--- src/rtl/mem_arbiter.sv ---
// rtl/mem_arbiter.sv - arbitrates main memory between I-cache and D-cache miss handlers
// Grants one side at a time; runs 8-word pipelined line fills or single-word writes.
module mem_arbiter #(
  parameter int MEM_LAT    = 4,
  parameter int LINE_WORDS = 8
) (
  input  logic        clk,
  input  logic        rst,
  input  logic        i_req,
  input  logic [15:0] i_addr,
  input  logic        d_req,
  input  logic        d_wr,
  input  logic [15:0] d_addr,
  input  logic [15:0] d_wdata,
  output logic        i_grant,
  output logic        d_grant,
  output logic [15:0] fill_data,
  output logic        i_fill_valid,
  output logic        d_fill_valid,
  output logic [2:0]  fill_idx,
  output logic        i_done,
  output logic        d_done,
  output logic        mem_en,
  output logic        mem_wr,
  output logic [15:0] mem_addr,
  output logic [15:0] mem_wdata,
  input  logic [15:0] mem_rdata,
  input  logic        mem_valid
);

  if (LINE_WORDS != 8 || MEM_LAT < 1) begin : g_cfg_check
    $error("mem_arbiter: LINE_WORDS must be 8 and MEM_LAT at least 1");
  end

  localparam logic [2:0] LAST_WORD = 3'(LINE_WORDS - 1);

  typedef enum logic [1:0] {IDLE, ISSUE, DRAIN, WRITE} state_t;

  state_t      state_q, state_d;
  logic        i_grant_q, i_grant_d;
  logic        d_grant_q, d_grant_d;
  logic        last_q, last_d;
  logic [2:0]  icnt_q, icnt_d;
  logic [3:0]  rcnt_q, rcnt_d;
  logic [11:0] line_q, line_d;
  logic        pick_i, pick_d;
  logic        fill_v;
  logic        unused_ok;

  assign unused_ok = ^{i_addr[3:0], d_addr[0]};

  always_ff @(posedge clk) begin
    if (!rst) begin
      state_q   <= IDLE;
      i_grant_q <= 1'b0;
      d_grant_q <= 1'b0;
      last_q    <= 1'b0;
      icnt_q    <= 3'd0;
      rcnt_q    <= 4'd0;
      line_q    <= 12'd0;
    end else begin
      state_q   <= state_d;
      i_grant_q <= i_grant_d;
      d_grant_q <= d_grant_d;
      last_q    <= last_d;
      icnt_q    <= icnt_d;
      rcnt_q    <= rcnt_d;
      line_q    <= line_d;
    end
  end

  always_comb begin
    state_d   = state_q;
    i_grant_d = i_grant_q;
    d_grant_d = d_grant_q;
    last_d    = last_q;
    icnt_d    = icnt_q;
    rcnt_d    = rcnt_q;
    line_d    = line_q;
    pick_d    = 1'b0;
    pick_i    = 1'b0;
    fill_v    = 1'b0;
    mem_en    = 1'b0;
    mem_wr    = 1'b0;
    mem_addr  = 16'd0;
    mem_wdata = 16'd0;

    unique case (state_q)
      IDLE: begin
        // Under contention the side that did not win last time gets the memory.
        pick_d = d_req && (!i_req || !last_q);
        pick_i = i_req && !pick_d;
        if (pick_i || pick_d) begin
          i_grant_d = pick_i;
          d_grant_d = pick_d;
          last_d    = pick_d;
          if (pick_d && d_wr) begin
            state_d = WRITE;
          end else begin
            line_d  = pick_d ? d_addr[15:4] : i_addr[15:4];
            icnt_d  = 3'd0;
            rcnt_d  = 4'd0;
            state_d = ISSUE;
          end
        end
      end
      ISSUE: begin
        mem_en   = 1'b1;
        mem_addr = {line_q, icnt_q, 1'b0};
        icnt_d   = icnt_q + 3'd1;
        if (icnt_q == LAST_WORD) state_d = DRAIN;
      end
      DRAIN: ;
      WRITE: begin
        mem_en    = 1'b1;
        mem_wr    = 1'b1;
        mem_addr  = {d_addr[15:1], 1'b0};
        mem_wdata = d_wdata;
        state_d   = IDLE;
        i_grant_d = 1'b0;
        d_grant_d = 1'b0;
      end
      default: state_d = IDLE;
    endcase

    // Returning words are only accepted while a fill is in flight.
    if ((state_q == ISSUE || state_q == DRAIN) && mem_valid) begin
      fill_v = 1'b1;
      rcnt_d = rcnt_q + 4'd1;
      if (rcnt_q[2:0] == LAST_WORD) begin
        state_d   = IDLE;
        i_grant_d = 1'b0;
        d_grant_d = 1'b0;
      end
    end
  end

  assign i_grant      = i_grant_q;
  assign d_grant      = d_grant_q;
  assign fill_data    = mem_rdata;
  assign i_fill_valid = fill_v && i_grant_q;
  assign d_fill_valid = fill_v && d_grant_q;
  assign fill_idx     = fill_v ? rcnt_q[2:0] : 3'd0;
  assign i_done       = i_fill_valid && (fill_idx == LAST_WORD);
  assign d_done       = (d_fill_valid && (fill_idx == LAST_WORD)) || (state_q == WRITE);

endmodule

--- config.mk ---
export PLATFORM = sky130hd
export DESIGN_NAME = mem_arbiter
export DESIGN_NICKNAME = d
export VERILOG_FILES = /design/src/rtl/mem_arbiter.sv
export SDC_FILE = /design/constraint.sdc
export NUM_CORES = 1
export LEC_CHECK = 0
export CORE_ASPECT_RATIO = 1.4
export CORE_MARGIN = 2
export CORE_UTILIZATION = 35
export CTS_CLUSTER_DIAMETER = 60
export CTS_CLUSTER_SIZE = 20
export DETAILED_ROUTE_END_ITERATION = 12
export PLACE_DENSITY = 0.81
export REMOVE_ABC_BUFFERS = 1
export SLEW_MARGIN = 20
export SYNTH_ARGS = -nofsm -noshare
export SYNTH_HDL_FRONTEND = slang
export SYNTH_SLANG_ARGS = --single-unit
--- constraint.sdc ---
create_clock -name clk -period 2.1 [get_ports clk]
set_clock_uncertainty 0.05 [all_clocks]
set_input_delay 0.42 -clock clk [delete_from_list [all_inputs] [get_ports clk]]
set_output_delay 0.42 -clock clk [all_outputs]
set_load 0.05 [all_outputs]
==> out/results.txt <==
P_leak = 1.33 nW
layout cell share with drive strength beyond 1 = 0.309
fmax = 481 MHz
Clk Latency, worst-skew pair = 260 ps
nets@finish = 361
Buf/Inv on CP = 2
Starting DRT DRC Count = 51
ant diodes = 0
Initial Util = 0.358
H-tree levels = 1
clock share of power = 0.140
Worst Path Arrival = 1610 ps
Die Y = 89.3 um
Syn Inst Count = 200
via count = 1874
syn avg cell area = 9.09 um^2
Placer Congestion = 0.787
crit path to = d_done
critical setup path kind = flop to primary output
crit-path most repeated cell = and3_4
async set-reset flop share out of synthesis = 0
most frequent cells in the layout = clkdlybuf4s50_1, buf_12, dfxtp_1, and2_1, a211oi_1
Switching Power = 0.761 mW
slowest CP cell = dfxtp_2
Internal Power = 1.20 mW
CTS tree = done
most common library cell in the layout ignoring fill and taps = clkdlybuf4s50_1
HPWL Detailed = 4330 um
total CTS buffers = 3
grt ovf = 0
critical path required time = 1630 ps
R2R cell count = 6
worst slack, placed = -20.1 ps
DRC errors left = 0
maximum vdd drop = 0.308 mV
Core ar. = 5080 um^2
top cell type's share of synthesized area = 0.253
sequential share of power = 0.285
routed wire length per instance = 16.1 um
Setup crit start kind = flop
Top Ports = 129
Synth cell types = 43
Critical Path Start = state_q[1]
placed cell areas = 3150 um^2
Core Util, Final = 0.647
crit path cell chain = inv_2 -> ha_4 -> and3_4 -> and3_4 -> a21o_1 -> buf_12
number of synthesized flops with an enable pin = 0
Worst-path clk slew = 80 ps
max incr delay on CP = 350 ps
Via density = 5.39
Worst setup EP type = primary output
critical path's top delay family = flip-flops
CTS max path bufs = 2
final setup fails = 0
sequential area share after synthesis = 0.253
status = finished, final reports clean
Crit. path cell count = 6
reg2reg end = icnt_q[1]
Main synth FF type = dfxtp_1
Final Hold Viols = 0
worst setup margin = 21.9 ps
post-route cell area = 3290 um^2
largest net degree at the start of global routing = 32
FF+latch count, synth = 23
final wirelength = 5620 um
Slew Viols, Final = 0
Die Width = 64.9 um
port bufs = 90
RSZ-0062 raised after global routing = yes
pwr/cell area = 596 nW/um^2
Synth area leaders = dfxtp_1, buf_4, a211oi_1, a22o_1, and2_1
combinational power share = 0.574
period utilisation layout = 0.990
gr usage total = 0.198
Tmin final = 2080 ps
vias in the first global route = 1957
R2R Setup Slk = 450 ps
root buffer cell = clkbuf_8
Pre-antenna DRT Iters = 4
r2r startpoint = state_q[0]
crit-path max FO = 2
Die ar. = 5790 um^2
Final ANT Viol Nets = 0
number of antenna violations at the first check in global routing = 0
Area growth, synth to finish = 80.7%
Clock Sinks = 23
mapped cell area = 1820 um^2
first-pass GRT wire length = 9130 um
Synth Warn # = 0
largest area contributor in the netlist = dfxtp_1
min-delay src = d_grant
switching share of power = 0.389
Max-cap violations = 0
Hold Path Class = flop to flop
row cnt = 31
[worst reg2reg max path, stage by stage, from the launching register on]
cell and delay (ps):
dfxtp_2 340, buf_4 150, ha_2 190, buf_6 140, nor2b_1 150, a2111oi_0 430
a41o_1 140
[through the flow]
stage	instances	setup TNS [ps]	power, mW	hold WS [ps]
floorplan	167	-6620	1.12	417
global placement	339	0	1.60	428
detailed placement	339	-20.1	1.63	456
CTS	344	0	1.93	465
global route	348	-17.3	2.07	501
finish	348	0	1.96	468
[synth_stat cells (2+ instances only)]
| library cell | instances |
|---|---|
| inv_1 | 7 |
| and3_1 | 7 |
| o2111ai_1 | 3 |
| buf_2 | 2 |
| ha_1 | 8 |
| a21oi_1 | 7 |
| nor2b_1 | 2 |
| buf_4 | 21 |
| a41o_1 | 2 |
| and2_1 | 20 |
| clkbuf_1 | 6 |
| nand2b_1 | 3 |
| a211oi_1 | 19 |
| a2111oi_0 | 3 |
| dfxtp_1 | 23 |
| a22o_1 | 15 |
| nand2_1 | 6 |
| mux2i_1 | 12 |
| a21o_1 | 2 |
| a211oi_2 | 9 |
[cells by family after synthesis]
logic type / after synthesis / synth area share
other: 1 / 0.00206
adders and majority gates: 8 / 0.0551
muxes: 13 / 0.0723
AOI/OAI and AO/OA: 68 / 0.322
DFF: 23 / 0.253
and+or+nand+nor: 46 / 0.152
buffers and inverters: 41 / 0.143
[per-layer routing]
| metal | vias to the layer above | track usage | wire length [um] |
|---|---|---|---|
| li1 | 896 | - | - |
| met5 | - | 0.0536 | 43 |
| met3 | 8 | 0.0819 | 550 |
| met1 | 872 | 0.218 | 2030 |
| met4 | 2 | 0.0368 | 46 |
| met2 | 96 | 0.354 | 2950 |
[area by class of cell]
type | count | area [um^2]
Fill cell | 402 | 1800
Timing Repair Buffer | 111 | 1530
Multi-Input combinational cell | 136 | 1140
Sequential cell | 23 | 463
Tap cell | 66 | 82.6
Clock buffer | 4 | 45.0
Inverter | 8 | 32.5
[sequential cells by signal, indices dropped and copies added (netlist names)]
signal	count
line_q	12
state_q	2
icnt_q	3
rcnt_q	3
d_grant	1
i_grant	1
last_q	1
[worst min path at each step]
stage | to | cells past startpoint
2_1_floorplan | rcnt_q[1] | 2
3_3_place_gp | rcnt_q[1] | 2
3_5_place_dp | rcnt_q[1] | 2
4_1_cts | rcnt_q[1] | 2
5_1_grt | rcnt_q[1] | 2
6_report | d_grant | 2
[power by group through the flow]
stage	clock (mW)	sequential, mW	combinational, mW
after floorplan	0	0.577	0.538
after global placement	0	0.562	1.04
after detailed placement	0	0.565	1.06
after CTS	0.278	0.556	1.09
after global routing	0.296	0.569	1.20
final	0.275	0.559	1.13
[timing repair]
action / CTS / global route
setup buffers: 1 / 4
pin swaps: 2 / 1
gates resized for setup: 6 / 7
gates cloned: 0 / 0
endpoints found under the setup margin: 3 / 3
hold buffers: 0 / 0
hold endpoints to repair: 0 / 0
No activity file was read; power rests on OpenSTA's default activity.
